<file path="src/rtl/cache_mem_bridge.sv">
// cache_mem_bridge: serialises data-cache refill reads and write-backs onto a
// single-beat, word-wide memory bus, with a one-entry write buffer.
// Build option: define WBUF_FWD_EN to serve reads that hit a buffered line
// write straight from the buffer instead of stalling behind the drain.
module cache_mem_bridge #(
  parameter int unsigned ADDR_W     = 32,
  parameter int unsigned LINE_WORDS = 4
) (
  input  logic              clk,
  input  logic              rst,
  input  logic              rd_req,
  input  logic [2:0]        rd_type,
  input  logic [ADDR_W-1:0] rd_addr,
  output logic              rd_rdy,
  output logic              ret_valid,
  output logic              ret_last,
  output logic [31:0]       ret_data,
  input  logic              wr_req,
  input  logic [2:0]        wr_type,
  input  logic [ADDR_W-1:0] wr_addr,
  input  logic [3:0]        wr_wstrb,
  input  logic [127:0]      wr_data,
  output logic              wr_rdy,
  output logic              mem_req,
  output logic              mem_we,
  output logic [ADDR_W-1:0] mem_addr,
  output logic [3:0]        mem_wstrb,
  output logic [31:0]       mem_wdata,
  input  logic              mem_gnt,
  input  logic              mem_rvalid,
  input  logic [31:0]       mem_rdata
);

  typedef enum logic [1:0] {R_IDLE, R_REQ, R_WAIT, R_FWD} rd_state_e;
  typedef enum logic       {W_IDLE, W_BUSY} wr_state_e;

  rd_state_e         rd_state_q, rd_state_d;
  logic [ADDR_W-1:0] rd_addr_q, rd_addr_d;
  logic              rd_line_q, rd_line_d;
  logic [1:0]        beat_q, beat_d;
  logic              ret_valid_q, ret_valid_d;
  logic              ret_last_q, ret_last_d;
  logic [31:0]       ret_data_q, ret_data_d;

  wr_state_e         wr_state_q, wr_state_d;
  logic [ADDR_W-1:0] wbuf_addr_q, wbuf_addr_d;
  logic              wbuf_line_q, wbuf_line_d;
  logic [3:0]        wbuf_strb_q, wbuf_strb_d;
  logic [127:0]      wbuf_data_q, wbuf_data_d;
  logic [1:0]        wbeat_q, wbeat_d;

  // A request left on the bus without a grant keeps ownership so the
  // presented beat cannot change underneath the memory.
  logic              rd_hold_q, rd_hold_d;
  logic              wr_hold_q, wr_hold_d;

`ifdef WBUF_FWD_EN
  logic [127:0]      fwd_line_q, fwd_line_d;
`endif

  logic hazard, fwd_hit, rd_issue, wr_issue, rd_last, wr_last;
  logic unused_addr_bits;

  assign rd_rdy    = (rd_state_q == R_IDLE);
  assign wr_rdy    = (wr_state_q == W_IDLE);
  assign ret_valid = ret_valid_q;
  assign ret_last  = ret_last_q;
  assign ret_data  = ret_data_q;
  assign unused_addr_bits = ^{rd_addr_q[1:0], wbuf_addr_q[1:0]};

  // Hazard detection, bus arbitration and the presented memory beat.
  always_comb begin
    hazard = (rd_state_q == R_REQ) && (wr_state_q == W_BUSY) && !rd_hold_q &&
             (rd_addr_q[ADDR_W-1:4] == wbuf_addr_q[ADDR_W-1:4]);
`ifdef WBUF_FWD_EN
    fwd_hit = hazard && wbuf_line_q;
`else
    fwd_hit = 1'b0;
`endif
    rd_last   = !rd_line_q || (beat_q == 2'd3);
    wr_last   = !wbuf_line_q || (wbeat_q == 2'd3);
    rd_issue  = (rd_state_q == R_REQ) && !hazard && !wr_hold_q;
    wr_issue  = (wr_state_q == W_BUSY) && !rd_issue;
    mem_req   = rd_issue || wr_issue;
    mem_we    = 1'b0;
    mem_addr  = '0;
    mem_wstrb = '0;
    mem_wdata = '0;
    if (rd_issue) begin
      mem_addr = rd_line_q ? {rd_addr_q[ADDR_W-1:4], beat_q, 2'b00}
                           : {rd_addr_q[ADDR_W-1:2], 2'b00};
    end else if (wr_issue) begin
      mem_we    = 1'b1;
      mem_addr  = wbuf_line_q ? {wbuf_addr_q[ADDR_W-1:4], wbeat_q, 2'b00}
                              : {wbuf_addr_q[ADDR_W-1:2], 2'b00};
      mem_wstrb = wbuf_line_q ? 4'hF : wbuf_strb_q;
      mem_wdata = wbuf_line_q ? wbuf_data_q[{wbeat_q, 5'd0} +: 32] : wbuf_data_q[31:0];
    end
    rd_hold_d = rd_issue && !mem_gnt;
    wr_hold_d = wr_issue && !mem_gnt;
  end

  // Read FSM: one outstanding beat, refill words returned through a register.
  always_comb begin
    rd_state_d  = rd_state_q;
    rd_addr_d   = rd_addr_q;
    rd_line_d   = rd_line_q;
    beat_d      = beat_q;
    ret_valid_d = 1'b0;
    ret_last_d  = 1'b0;
    ret_data_d  = ret_data_q;
`ifdef WBUF_FWD_EN
    fwd_line_d  = fwd_line_q;
`endif
    case (rd_state_q)
      R_IDLE: begin
        if (rd_req) begin
          rd_addr_d  = rd_addr;
          rd_line_d  = (rd_type == 3'b100);
          beat_d     = '0;
          rd_state_d = R_REQ;
        end
      end
      R_REQ: begin
        if (fwd_hit) begin
`ifdef WBUF_FWD_EN
          ret_valid_d = 1'b1;
          ret_last_d  = rd_last;
          ret_data_d  = wbuf_data_q[{(rd_line_q ? beat_q : rd_addr_q[3:2]), 5'd0} +: 32];
          fwd_line_d  = wbuf_data_q;
          beat_d      = 2'(beat_q + 2'd1);
          rd_state_d  = rd_last ? R_IDLE : R_FWD;
`endif
        end else if (rd_issue && mem_gnt) begin
          rd_state_d = R_WAIT;
        end
      end
      R_WAIT: begin
        if (mem_rvalid) begin
          ret_valid_d = 1'b1;
          ret_last_d  = rd_last;
          ret_data_d  = mem_rdata;
          beat_d      = 2'(beat_q + 2'd1);
          rd_state_d  = rd_last ? R_IDLE : R_REQ;
        end
      end
      default: begin
`ifdef WBUF_FWD_EN
        // Remaining forwarded words come from the snapshot so a buffer
        // refill during the burst cannot corrupt them.
        ret_valid_d = 1'b1;
        ret_last_d  = (beat_q == 2'd3);
        ret_data_d  = fwd_line_q[{beat_q, 5'd0} +: 32];
        beat_d      = 2'(beat_q + 2'd1);
        rd_state_d  = (beat_q == 2'd3) ? R_IDLE : R_FWD;
`else
        rd_state_d = R_IDLE;
`endif
      end
    endcase
  end

  // Write buffer FSM: capture in one cycle, drain beat by beat on grant.
  always_comb begin
    wr_state_d  = wr_state_q;
    wbuf_addr_d = wbuf_addr_q;
    wbuf_line_d = wbuf_line_q;
    wbuf_strb_d = wbuf_strb_q;
    wbuf_data_d = wbuf_data_q;
    wbeat_d     = wbeat_q;
    case (wr_state_q)
      W_IDLE: begin
        if (wr_req) begin
          wbuf_addr_d = wr_addr;
          wbuf_line_d = (wr_type == 3'b100);
          wbuf_strb_d = wr_wstrb;
          wbuf_data_d = wr_data;
          wbeat_d     = '0;
          wr_state_d  = W_BUSY;
        end
      end
      default: begin
        if (wr_issue && mem_gnt) begin
          wbeat_d    = 2'(wbeat_q + 2'd1);
          wr_state_d = wr_last ? W_IDLE : W_BUSY;
        end
      end
    endcase
  end

  // State registers, synchronous active-high reset.
  always_ff @(posedge clk) begin
    if (rst) begin
      rd_state_q  <= R_IDLE;
      rd_addr_q   <= '0;
      rd_line_q   <= 1'b0;
      beat_q      <= '0;
      ret_valid_q <= 1'b0;
      ret_last_q  <= 1'b0;
      ret_data_q  <= '0;
      wr_state_q  <= W_IDLE;
      wbuf_addr_q <= '0;
      wbuf_line_q <= 1'b0;
      wbuf_strb_q <= '0;
      wbuf_data_q <= '0;
      wbeat_q     <= '0;
      rd_hold_q   <= 1'b0;
      wr_hold_q   <= 1'b0;
`ifdef WBUF_FWD_EN
      fwd_line_q  <= '0;
`endif
    end else begin
      rd_state_q  <= rd_state_d;
      rd_addr_q   <= rd_addr_d;
      rd_line_q   <= rd_line_d;
      beat_q      <= beat_d;
      ret_valid_q <= ret_valid_d;
      ret_last_q  <= ret_last_d;
      ret_data_q  <= ret_data_d;
      wr_state_q  <= wr_state_d;
      wbuf_addr_q <= wbuf_addr_d;
      wbuf_line_q <= wbuf_line_d;
      wbuf_strb_q <= wbuf_strb_d;
      wbuf_data_q <= wbuf_data_d;
      wbeat_q     <= wbeat_d;
      rd_hold_q   <= rd_hold_d;
      wr_hold_q   <= wr_hold_d;
`ifdef WBUF_FWD_EN
      fwd_line_q  <= fwd_line_d;
`endif
    end
  end

  // Beat sequencing is hard-wired for four-word lines.
  always_ff @(posedge clk) begin
    assert (LINE_WORDS == 4) else $error("cache_mem_bridge supports LINE_WORDS == 4 only");
  end

endmodule

</file>
<file path="config.mk">
export PLATFORM = sky130hd
export DESIGN_NAME = cache_mem_bridge
export DESIGN_NICKNAME = d
export VERILOG_FILES = /design/src/rtl/cache_mem_bridge.sv
export SDC_FILE = /design/constraint.sdc
export NUM_CORES = 1
export LEC_CHECK = 0
export CORE_ASPECT_RATIO = 1.4
export CORE_MARGIN = 2
export CORE_UTILIZATION = 38
export DETAILED_ROUTE_END_ITERATION = 7
export PLACE_DENSITY = 0.8
export SYNTH_ARGS = -nofsm -noshare
export SYNTH_HDL_FRONTEND = slang
export SYNTH_SLANG_ARGS = --single-unit
</file>
<file path="constraint.sdc">
create_clock -name clk -period 1.9 [get_ports clk]
set_input_delay 0.38 -clock clk [delete_from_list [all_inputs] [get_ports clk]]
set_output_delay 0.38 -clock clk [all_outputs]
set_load 0.02 [all_outputs]
</file>
## Yosys cells after proc, flatten, opt, wreduce, memory -nomap -nowiden

Cells that the tools add are included.

- Muxes and demuxes: 28
- Shift-type cells: 1
- Bitwise operators: 3
- Add/subtract/negate cells: 2
- Equality and inequality tests: 11
- Reduce and logical (&&, ||, !) cells: 31

Operators with widths:

| operator | count |
|---|---|
| 32-bit 2-to-1 mux | 5 |
| 128-bit by 8-bit indexed part select with 32-bit output | 1 |
| 28-bit equality test | 1 |
| 4-bit 2-to-1 mux | 5 |
| 2-bit 2-to-1 mux | 8 |
| 1-bit logical AND | 10 |
| 1-bit 2-to-1 mux | 8 |
| 2-bit AND reduction | 4 |
| 1-bit zero test | 7 |
| 2-bit equality test (second input constant) | 3 |
| 3-bit equality test (second input constant) | 2 |
| 2-bit case mux with 3 select lines | 1 |
| 3-bit AND reduction | 2 |
| 2-bit by 1-bit adder with 2-bit output (second input constant) | 2 |
| 2-bit by 1-bit inequality test with 1-bit output (second input constant) | 2 |
| 2-bit inequality test (second input constant) | 2 |
| 2-bit case mux with 2 select lines | 1 |
| 2-bit nonzero test | 2 |
| 1-bit logical OR | 3 |
| 1-bit inverter | 3 |
| 3-bit OR reduction | 1 |
| 2-bit by 1-bit equality test with 1-bit output (second input constant) | 1 |
| 2-bit zero test | 1 |
| 2-bit OR reduction | 1 |

- Flip-flop bits (word level): 241

## Longest topological paths before layout

Gate-level depths: netlist (run 1).

- Word-level depth: 12
- Gate-level depth with buffers: 8
- Depth with buffers taken out: 7

## Least setup slack after synthesis (run 1)

OpenSTA, ideal clock, no wires.

- Path type: register -> output
- From: register wbuf_addr_q[15]
- To: output port mem_wdata[0]
- Cell stages (with the launch flop): 9
- Arrival: 1765 ps
- Path slack: -245 ps
- Required time: 1520 ps
- Cells stage by stage: dfxtp_1 -> xor2_1 -> nor4_1 -> nand4_1 -> o21ai_2 -> nand2_1 -> buf_4 -> buf_6 -> nor2_1

- Cells in the longest elaborated chain, start to end: 9

Ends and longest elaborated chain:

| element | RTL line | source |
|---|---|---|
| from (decl) | 46 | `logic [ADDR_W-1:0] wbuf_addr_q, wbuf_addr_d;` |
| from (signal assigned) | 221 | `wbuf_addr_q <= wbuf_addr_d;` |
| 28-bit equality test (*) | 74 | `(rd_addr_q[ADDR_W-1:4] == wbuf_addr_q[ADDR_W-1:4]);` |
| 1-bit logical AND (*) | 73 | `hazard = (rd_state_q == R_REQ) && (wr_state_q == W_BUSY) && !rd_hold_q &&` |
| 1-bit zero test (*) | 82 | `rd_issue = (rd_state_q == R_REQ) && !hazard && !wr_hold_q;` |
| 1-bit logical AND (*) (2 in a row) | 82 |  |
| 1-bit zero test | 83 | `wr_issue = (wr_state_q == W_BUSY) && !rd_issue;` |
| 1-bit logical AND | 83 |  |
| 32-bit 2-to-1 mux | 92 | `end else if (wr_issue) begin` |
| 32-bit 2-to-1 mux (*) | 89 | `if (rd_issue) begin` |
| to (decl) | 28 | `output logic [31:0] mem_wdata,` |

Mark *: on every way between the ends. The rest lies on a longest branch, timed or not.

## Worst setup path after layout (run 1)

- From: register wbuf_addr_q[15]
- To: output port mem_addr[28]

- Cells in the longest elaborated chain, start to end: 9

Ends and longest elaborated chain:

| element | RTL line | source |
|---|---|---|
| 28-bit equality test (*) | 74 |  |
| 1-bit logical AND (*) | 73 |  |
| 1-bit zero test (*) | 82 |  |
| 1-bit logical AND (*) (2 in a row) | 82 |  |
| 1-bit zero test | 83 |  |
| 1-bit logical AND | 83 |  |
| 32-bit 2-to-1 mux | 92 |  |
| 32-bit 2-to-1 mux (*) | 89 |  |
| to (decl) | 26 | `output logic [ADDR_W-1:0] mem_addr,` |

Marked as above.

==> results_tabular.tex, run 1 <==
\begin{tabular}{lr}
\hline
Metric & Value \\
\hline
\multicolumn{2}{l}{\textbf{Synth}} \\
\quad Fraction of registers with async set or reset after synthesis & 0 \\
\quad Synthesized flop and latch total & between 200 and 250 \\
\quad Number of instances in the synthesized netlist & 1352 \\
\quad Most frequent cell after synthesis & sky130\_fd\_sc\_hd\_\_nand2\_1 \\
\quad Part of the Yosys area used for sequential elements & 0.467 \\
\quad Number of enable flip-flop cells after synthesis & 0 \\
\quad Count of synthesis-stage warnings from yosys & 0 \\
\quad Mean instance size in the synthesized netlist & approximately 7.5 sq um \\
\quad Synth top area share & 0.467 \\
\quad Most area-hungry cell type in the Yosys netlist & sky130\_fd\_sc\_hd\_\_dfxtp\_1 \\
\quad Top post-synthesis cells by count & 459 x sky130\_fd\_sc\_hd\_\_nand2\_1, 237 x sky130\_fd\_sc\_hd\_\_dfxtp\_1, 230 x sky130\_fd\_sc\_hd\_\_a21oi\_1 \\
\quad Post-Syn Area & about 10000 sq um \\
\quad Flip-flop cell with the highest count after synthesis & sky130\_fd\_sc\_hd\_\_dfxtp\_1 \\
\quad Library cells used by synthesis & 33 \\
\quad Largest cells by area after synthesis & sky130\_fd\_sc\_hd\_\_dfxtp\_1 47\%, sky130\_fd\_sc\_hd\_\_nand2\_1 17\%, sky130\_fd\_sc\_hd\_\_a21oi\_1 11\% \\
\multicolumn{2}{l}{\textbf{Clock tree}} \\
\quad Maximum buffer depth of the clock tree & 3 \\
\quad Clock network latency to the later pin of the worst-skew pair & 510 ps \\
\quad Number of sinks handled by clock tree synthesis & 237 \\
\quad TritonCTS Buffers & 24 \\
\quad CTS tree & yes \\
\quad Clock Pin Slew Worst Setup and Hold Paths & approximately 60 ps \\
\quad Cts hold-fix bufs & 0 \\
\quad Max H-tree Level & 1 \\
\quad Root buffer selected by CTS & sky130\_fd\_sc\_hd\_\_clkbuf\_16 \\
\multicolumn{2}{l}{\textbf{STA}} \\
\quad Setup repair after global routing missed its margin & yes \\
\quad Fmax & $\sim$320 MHz \\
\quad Number of pins with negative max-slew slack in the final report & 0 \\
\quad Final number of setup-violating endpoints & 75 \\
\quad Period utilisation layout & 1.62 \\
\quad Post-layout min period & 3080 ps \\
\quad Number of failing hold endpoints at the final stage & 0 \\
\quad Worst Clk Skew & 5.57 ps \\
\quad Worst Slack Setup Final & -1180 ps \\
\multicolumn{2}{l}{\textbf{Setup path}} \\
\quad Delay of the slowest cell on the worst path & around 370 ps \\
\quad Data required time of the worst path & $\sim$1500 ps \\
\quad Slowest CP cell & sky130\_fd\_sc\_hd\_\_nor4\_2 \\
\quad Crit-path max FO & 5 \\
\quad Largest delay contributor family on the critical path & buffers and inverters \\
\quad Endpoint kind of the worst setup timing path & output pin \\
\quad Nature of the critical path startpoint & flip-flop \\
\quad Worst path cell trace & xor2\_1, nor4\_2, buf\_4, nand4\_1, o21ai\_4, buf\_6, buf\_12, buf\_6, buf\_6, nand3\_2, o21ai\_2, buf\_6 \\
\quad Bufs and invs on worst path & 6 \\
\quad Cell type with the highest occurrence count on the critical path & sky130\_fd\_sc\_hd\_\_buf\_6 \\
\quad Path type of the worst setup path & flip-flop to output pin \\
\quad Worst Path Arrival & 2700 ps \\
\multicolumn{2}{l}{\textbf{Flow run}} \\
\quad MaxCap Viol Count & 0 \\
\multicolumn{2}{l}{\textbf{Die}} \\
\quad Die X & 142 um \\
\quad Core ar. & roughly 26000 sq um \\
\quad Initial Util & 0.388 \\
\quad Floorplan die height & slightly below 200 um \\
\quad Number of top-level pins & 346 \\
\quad Num rows & 70 \\
\quad Total Die Area & $\sim$28000 sq um \\
\multicolumn{2}{l}{\textbf{Global route}} \\
\quad Largest net degree at the start of global routing & 84 \\
\quad All-layer global routing usage & 0.238 \\
\quad Wire length of the first global-routing pass & 54.1 mm \\
\quad Vias in the first global route & between 10000 and 15000 \\
\quad Number of antenna violations at the first check in global routing & 7 \\
\quad Total congestion overflow & 0 \\
\multicolumn{2}{l}{\textbf{Routing}} \\
\quad Average wire per standard cell & 17.3 um \\
\quad Routed via count & 10900 \\
\quad Final routed wirelength across all metal layers & 36.0 mm \\
\quad Drt drc & 0 \\
\quad Starting DRC count in detailed routing & approximately 600 \\
\quad Post-detailed-route via-to-cell ratio & 5.24 \\
\quad Number of detailed-routing iterations run before antenna repair & 5 \\
\quad Post-DRT Antenna Nets & 0 \\
\multicolumn{2}{l}{\textbf{Pwr}} \\
\quad Static leakage & roughly 6.4 nW \\
\quad Power Dens Cells & about 800 nW/um\^{}2 \\
\quad Total Power Consumption & 13.0 mW \\
\quad Worst supply voltage drop on vdd & about 0.0007 V \\
\multicolumn{2}{l}{\textbf{Placed design}} \\
\quad Cell count after placement & 2021 \\
\quad Post-DP HPWL & 24.5 mm \\
\quad Port buffer count & 339 \\
\quad Final GP Congestion & 0.930 \\
\quad Post-placement worst setup slack & -1070 ps \\
\multicolumn{2}{l}{\textbf{Status}} \\
\quad Violations in the final reports & setup timing \\
\quad Result of the run & complete, but fails checks \\
\multicolumn{2}{l}{\textbf{Layout}} \\
\quad Fraction of final layout cells sized beyond drive strength 1 & 0.205 \\
\quad Utilization after layout & 0.622 \\
\quad Final non-filler cell total & 2083 \\
\quad Layout-stage area growth over the synthesis result & 60.3\% \\
\quad Count of nets after finishing & 1977 \\
\quad Fill cell count & about 2100 \\
\multicolumn{2}{l}{\textbf{Worst hold path}} \\
\quad Classification of the worst-slack hold path & input port to flip-flop \\
\hline
\end{tabular}
[final timing paths]
path | from | slack (ps) | endpoint | cells after the start
worst max register to register | wbuf_addr_q[15] | -570 | wbeat_q[1] | 13
worst max-delay path | wbuf_addr_q[15] | -1180 | mem_addr[28] | 12
worst min register to register | ret_data[12] | 450 | ret_data[12] | 2
worst min-delay path | rst | 290 | wbuf_data_q[62] | 2
[per-stage QoR]
stage               hold WS (ps)  instance area [sq um]  setup TNS, ps
finish                       289                  16300         -77320
global route                 298                  16300         -82660
floorplan                    433                  10500          -6260
global placement             439                  15000         -62620
CTS                          265                  16100         -75150
detailed placement           444                  15000         -67700
[metal layers]
| metal | global-route usage | routed length (um) | vias up |
|---|---|---|---|
| met5 | 0 | 26 | - |
| met4 | 0.117 | 1840 | 4 |
| met3 | 0.0451 | 2590 | 113 |
| met2 | 0.423 | 18300 | 466 |
| met1 | 0.272 | 13300 | 5115 |
| li1 | - | - | 5224 |
[cell usage in the layout (no fill, tap or decap), drive strengths merged, types with 32 or more instances in the layout]
cell type      Yosys  layout
a22oi             32      32
nand3             32      32
a21oi            230     230
o21ai             35      35
clkdlybuf4s50      0     266
dfxtp            237     237
inv               34      35
clkbuf            86      36
nand2            459     459
buf               28     199
nor2              50      50
mux2              33      33
[cells by family after synthesis]
| group | count (synthesis) | share of synthesized area |
|---|---|---|
| compound gates | 333 | 0.186 |
| xor+xnor | 28 | 0.0241 |
| fa+ha+maj | 2 | 0.00246 |
| buf+inv | 148 | 0.0610 |
| flops | 237 | 0.467 |
| mux | 36 | 0.0395 |
| other cells | 1 | 0.000369 |
| simple gates | 567 | 0.219 |
[power breakdown]
part           switching, mW  leakage [nW]  total (mW)  internal (mW)
logic                   1.20          3.99        2.43           1.23
clock network           2.01         0.433        5.20           3.19
registers              0.156          1.94        5.40           5.24
total                   3.37          6.37        13.0           9.66
[timing repair]
action / in CTS / in global routing
hold endpoints to repair: 0 / 0
cloned: 0 / 3
pin swaps: 6 / 4
setup buffers: 5 / 4
resized for setup: 326 / 139
setup endpoints to repair: 77 / 77
[layout make-up]
class                      count  area (sq um)  share of cell area
timing repair buffer         470          4860               0.299
clock inverter                10           159             0.00975
antenna                        6          15.0            0.000922
tap                          324           405              0.0249
inverter                      34           128             0.00783
sequential                   237          4760               0.292
multi-input combinational    968          5240               0.322
clock buffer                  34           719              0.0442
[flip-flops by register name (all words and copies together), names as in the netlist]
| name | cells |
|---|---|
| wbuf_line_q | 1 |
| ret_data | 32 |
| rd_line_q | 1 |
| wr_hold_q | 1 |
| ret_last | 1 |
| rd_addr_q | 30 |
| rd_hold_q | 1 |
| wbuf_addr_q | 30 |
| wbeat_q | 2 |
| beat_q | 2 |
| wbuf_strb_q | 4 |
| rd_state_q | 2 |
| wr_state_q | 1 |
| wbuf_data_q | 128 |
| ret_valid | 1 |
Power figures use the tool's default switching activity.
==> run 2: changes to the inputs <==
--- a/config.mk
+++ b/config.mk
@@ -5,6 +5,7 @@
 export SDC_FILE = /design/constraint.sdc
 export NUM_CORES = 1
 export LEC_CHECK = 0
+export ABC_CLOCK_PERIOD_IN_PS = 1900
 export CORE_ASPECT_RATIO = 1.4
 export CORE_MARGIN = 2
 export CORE_UTILIZATION = 38
==> results of run 2 <==
The final DEF is identical to that of run 1; final timing and power are the same.
==> run 3: changes to the inputs <==
--- a/config.mk
+++ b/config.mk
@@ -5,6 +5,7 @@
 export SDC_FILE = /design/constraint.sdc
 export NUM_CORES = 1
 export LEC_CHECK = 0
+export ABC_AREA = 1
 export ABC_CLOCK_PERIOD_IN_PS = 1900
 export CORE_ASPECT_RATIO = 1.4
 export CORE_MARGIN = 2
==> results_tabular.tex, run 3 <==
\begin{tabular}{lr}
\hline
Metric & Value \\
\hline
\multicolumn{2}{l}{\textbf{Status}} \\
\quad Result of the run & complete, but fails checks \\
\quad Violations in the final reports & setup timing \\
\multicolumn{2}{l}{\textbf{STA}} \\
\quad Number of pins with negative max-slew slack in the final report & 0 (unchanged) \\
\quad Final number of setup-violating endpoints & 68 (-9.3\%) \\
\quad Post-layout min period & 2670 ps (-415 ps) \\
\quad Number of failing hold endpoints at the final stage & 0 (unchanged) \\
\quad Fmax & 375 MHz (+16\%) \\
\quad Worst Slack Setup Final & -770 ps (+415 ps) \\
\quad Setup repair after global routing missed its margin & yes \\
\quad Period utilisation layout & 1.41 (-0.218) \\
\quad Worst Clk Skew & 11.7 ps (+6.16 ps) \\
\multicolumn{2}{l}{\textbf{Die}} \\
\quad Total Die Area & 28300 sq um (+0.88\%) \\
\quad Floorplan die height & 198 um (+0.44\%) \\
\quad Number of top-level pins & 346 (unchanged) \\
\quad Num rows & 71 (+1.4\%) \\
\quad Die X & 143 um (+0.44\%) \\
\quad Initial Util & 0.383 (-0.00459) \\
\quad Core ar. & 26700 sq um (+2.1\%) \\
\multicolumn{2}{l}{\textbf{Synth}} \\
\quad Number of instances in the synthesized netlist & 1454 (+7.5\%) \\
\quad Largest cells by area after synthesis & sky130\_fd\_sc\_hd\_\_dfxtp\_1 46\%, sky130\_fd\_sc\_hd\_\_nor2\_1 15\%, sky130\_fd\_sc\_hd\_\_o21ai\_0 9.8\% \\
\quad Number of enable flip-flop cells after synthesis & 0 (unchanged) \\
\quad Fraction of registers with async set or reset after synthesis & 0 (unchanged) \\
\quad Synth top area share & 0.463 (-0.00416) \\
\quad Flip-flop cell with the highest count after synthesis & sky130\_fd\_sc\_hd\_\_dfxtp\_1 \\
\quad Most area-hungry cell type in the Yosys netlist & sky130\_fd\_sc\_hd\_\_dfxtp\_1 \\
\quad Mean instance size in the synthesized netlist & 7.05 sq um (-6.2\%) \\
\quad Most frequent cell after synthesis & sky130\_fd\_sc\_hd\_\_nor2\_1 \\
\quad Part of the Yosys area used for sequential elements & 0.463 (-0.00416) \\
\quad Post-Syn Area & 10300 sq um (+0.90\%) \\
\quad Library cells used by synthesis & 31 (-6.1\%) \\
\quad Top post-synthesis cells by count & 397 x sky130\_fd\_sc\_hd\_\_nor2\_1, 237 x sky130\_fd\_sc\_hd\_\_dfxtp\_1, 200 x sky130\_fd\_sc\_hd\_\_o21ai\_0 \\
\quad Count of synthesis-stage warnings from yosys & 0 (unchanged) \\
\quad Synthesized flop and latch total & 237 (unchanged) \\
\multicolumn{2}{l}{\textbf{Layout}} \\
\quad Fraction of final layout cells sized beyond drive strength 1 & 0.166 (-0.0389) \\
\quad Most flops, register & wbuf\_data\_q \\
\quad Most frequent standard cell in the layout excluding fill and tap cells & sky130\_fd\_sc\_hd\_\_nor2\_1 \\
\quad Commonest non-fill, non-tap cells in the layout & 390 x sky130\_fd\_sc\_hd\_\_nor2\_1, 258 x sky130\_fd\_sc\_hd\_\_clkdlybuf4s50\_1, 226 x sky130\_fd\_sc\_hd\_\_dfxtp\_1 \\
\quad Layout-stage area growth over the synthesis result & 58.7\% \\
\quad Number of flip-flops under the largest register name & 128 (unchanged) \\
\quad Count of nets after finishing & 2084 (+5.4\%) \\
\quad Final non-filler cell total & 2224 (+6.8\%) \\
\multicolumn{2}{l}{\textbf{Setup path}} \\
\quad Slowest CP cell & sky130\_fd\_sc\_hd\_\_dfxtp\_1 \\
\quad Nature of the critical path startpoint & flip-flop \\
\quad Endpoint kind of the worst setup timing path & output pin \\
\quad Crit-path max FO & 7 (+2) \\
\quad Path type of the worst setup path & flip-flop to output pin \\
\quad Data required time of the worst path & 1520 ps (about the same) \\
\quad Cell type with the highest occurrence count on the critical path & sky130\_fd\_sc\_hd\_\_nand2\_1 \\
\quad Delay of the slowest cell on the worst path & 330 ps (-40 ps) \\
\quad Worst path cell trace & inv\_1, nand2\_1, nand2\_1, inv\_1, nand2\_1, nor2\_1, nand2\_1, nor2\_2, nand2\_1, nand2\_4, nand2\_8, buf\_12, buf\_12, a211oi\_4, buf\_6 \\
\quad Worst Path Arrival & 2290 ps (-410 ps) \\
\quad Bufs and invs on worst path & 5 (-1) \\
\quad Largest delay contributor family on the critical path & simple AND/OR/NAND/NOR gates \\
\multicolumn{2}{l}{\textbf{Placed design}} \\
\quad Post-placement worst setup slack & -702 ps (+371 ps) \\
\quad Post-DP HPWL & 25.0 mm (+2.1\%) \\
\quad Cell count after placement & 2168 (+7.3\%) \\
\quad Port buffer count & 339 (unchanged) \\
\quad Final GP Congestion & 0.842 (-9.5\%) \\
\multicolumn{2}{l}{\textbf{Pwr}} \\
\quad Power Dens Cells & 809 nW/um\^{}2 (+1.2\%) \\
\quad Worst supply voltage drop on vdd & 0.000643 V (-8.5\%) \\
\quad Static leakage & 6.90 nW (+8.3\%) \\
\multicolumn{2}{l}{\textbf{Routing}} \\
\quad Post-DRT Antenna Nets & 0 (unchanged) \\
\quad Final routed wirelength across all metal layers & 37.7 mm (+4.5\%) \\
\quad Starting DRC count in detailed routing & 715 (+19\%) \\
\quad Post-detailed-route via-to-cell ratio & 5.11 (-2.6\%) \\
\quad Routed via count & 11400 (+4.0\%) \\
\quad Drt drc & 0 (unchanged) \\
\quad Number of detailed-routing iterations run before antenna repair & 6 (+1) \\
\quad Average wire per standard cell & 16.9 um (-2.2\%) \\
\multicolumn{2}{l}{\textbf{Global route}} \\
\quad Largest net degree at the start of global routing & 88 (+4.8\%) \\
\quad Wire length of the first global-routing pass & 55.2 mm (+2.0\%) \\
\quad Total congestion overflow & 0 (unchanged) \\
\quad All-layer global routing usage & 0.242 (+0.00354) \\
\quad Number of antenna violations at the first check in global routing & 1 (-6) \\
\quad Vias in the first global route & 10900 (+1.9\%) \\
\multicolumn{2}{l}{\textbf{Clock tree}} \\
\quad Maximum buffer depth of the clock tree & 3 (unchanged) \\
\quad Clock Pin Slew Worst Setup and Hold Paths & 60 ps (about the same) \\
\quad Number of sinks handled by clock tree synthesis & 237 (unchanged) \\
\quad Max H-tree Level & 1 (unchanged) \\
\quad Clock network latency to the later pin of the worst-skew pair & 510 ps (about the same) \\
\quad CTS tree & yes \\
\quad Root buffer selected by CTS & sky130\_fd\_sc\_hd\_\_clkbuf\_16 \\
\quad Cts hold-fix bufs & 0 (unchanged) \\
\quad TritonCTS Buffers & 24 (unchanged) \\
\multicolumn{2}{l}{\textbf{Flow run}} \\
\quad MaxCap Viol Count & 0 (unchanged) \\
\multicolumn{2}{l}{\textbf{Worst hold path}} \\
\quad Classification of the worst-slack hold path & input port to flip-flop \\
\hline
\end{tabular}
run 3: logic make-up after synthesis:
| group | synth area share |
|---|---|
| buf+inv | 0.0818 |
| compound gates | 0.211 |
| flops | 0.463 |
| xor+xnor | 0.00598 |
| mux | 0.00195 |
| fa+ha+maj | 0.00244 |
| simple gates | 0.234 |
| other cells | 0.000366 |
run 3: power by group:
group	switching (mW)	leakage (nW)	internal (mW)
registers	0.205	1.96	5.36
logic	1.54	4.57	1.49
clock network	1.92	0.362	2.64
total	3.67	6.90	9.49
run 3: final timing paths:
check,startpoint,endpoint,slack [ps],cells after the start
max reg2reg,rd_addr_q[13],rd_state_q[0],90,16
min reg2reg,ret_data[3],ret_data[3],460,2
min,mem_rdata[14],ret_data[14],420,3
max,rd_addr_q[13],mem_wdata[30],-770,15
run 3: cell type report:
cell class                 instances  area (sq um)
fill                            2275         10500
multi-input combinational       1014          5070
timing repair buffer             468          4840
sequential                       237          4760
clock buffer                      40           742
tap                              365           457
inverter                          97           384
clock inverter                     1          7.51
antenna                            2          5.00
run 3: tightest hold or removal path, cell delays in order:
cell	delay, ps
sky130_fd_sc_hd__clkdlybuf4s50_1	390
sky130_fd_sc_hd__nand2_1	60
sky130_fd_sc_hd__a21oi_1	50
run 3: stage by stage:
step	hold WS (ps)	power (mW)	util	setup TNS (ps)	area (sq um)
after floorplan	448	6.88	-	0	10300
after CTS	400	12.9	0.583	-48620	15600
after global placement	451	8.25	0.555	-39590	14800
after global routing	406	13.7	0.608	-59080	16300
final	419	13.2	0.608	-49180	16300
after detailed placement	457	8.30	0.555	-40940	14800
run 3: routing by layer:
layer | up-vias | global-route usage | wire length [um]
li1 | 5505 | - | -
met1 | 5318 | 0.283 | 14500
met2 | 430 | 0.434 | 19500
met3 | 102 | 0.0372 | 2170
met4 | 0 | 0.106 | 1560
met5 | - | 0 | 0
run 3: repair_timing:
item,4_1_cts,5_1_grt
cloned,1,6
gates resized for setup,372,104
pin swaps,13,5
setup buffers,2,4
endpoints found under the setup margin,75,80
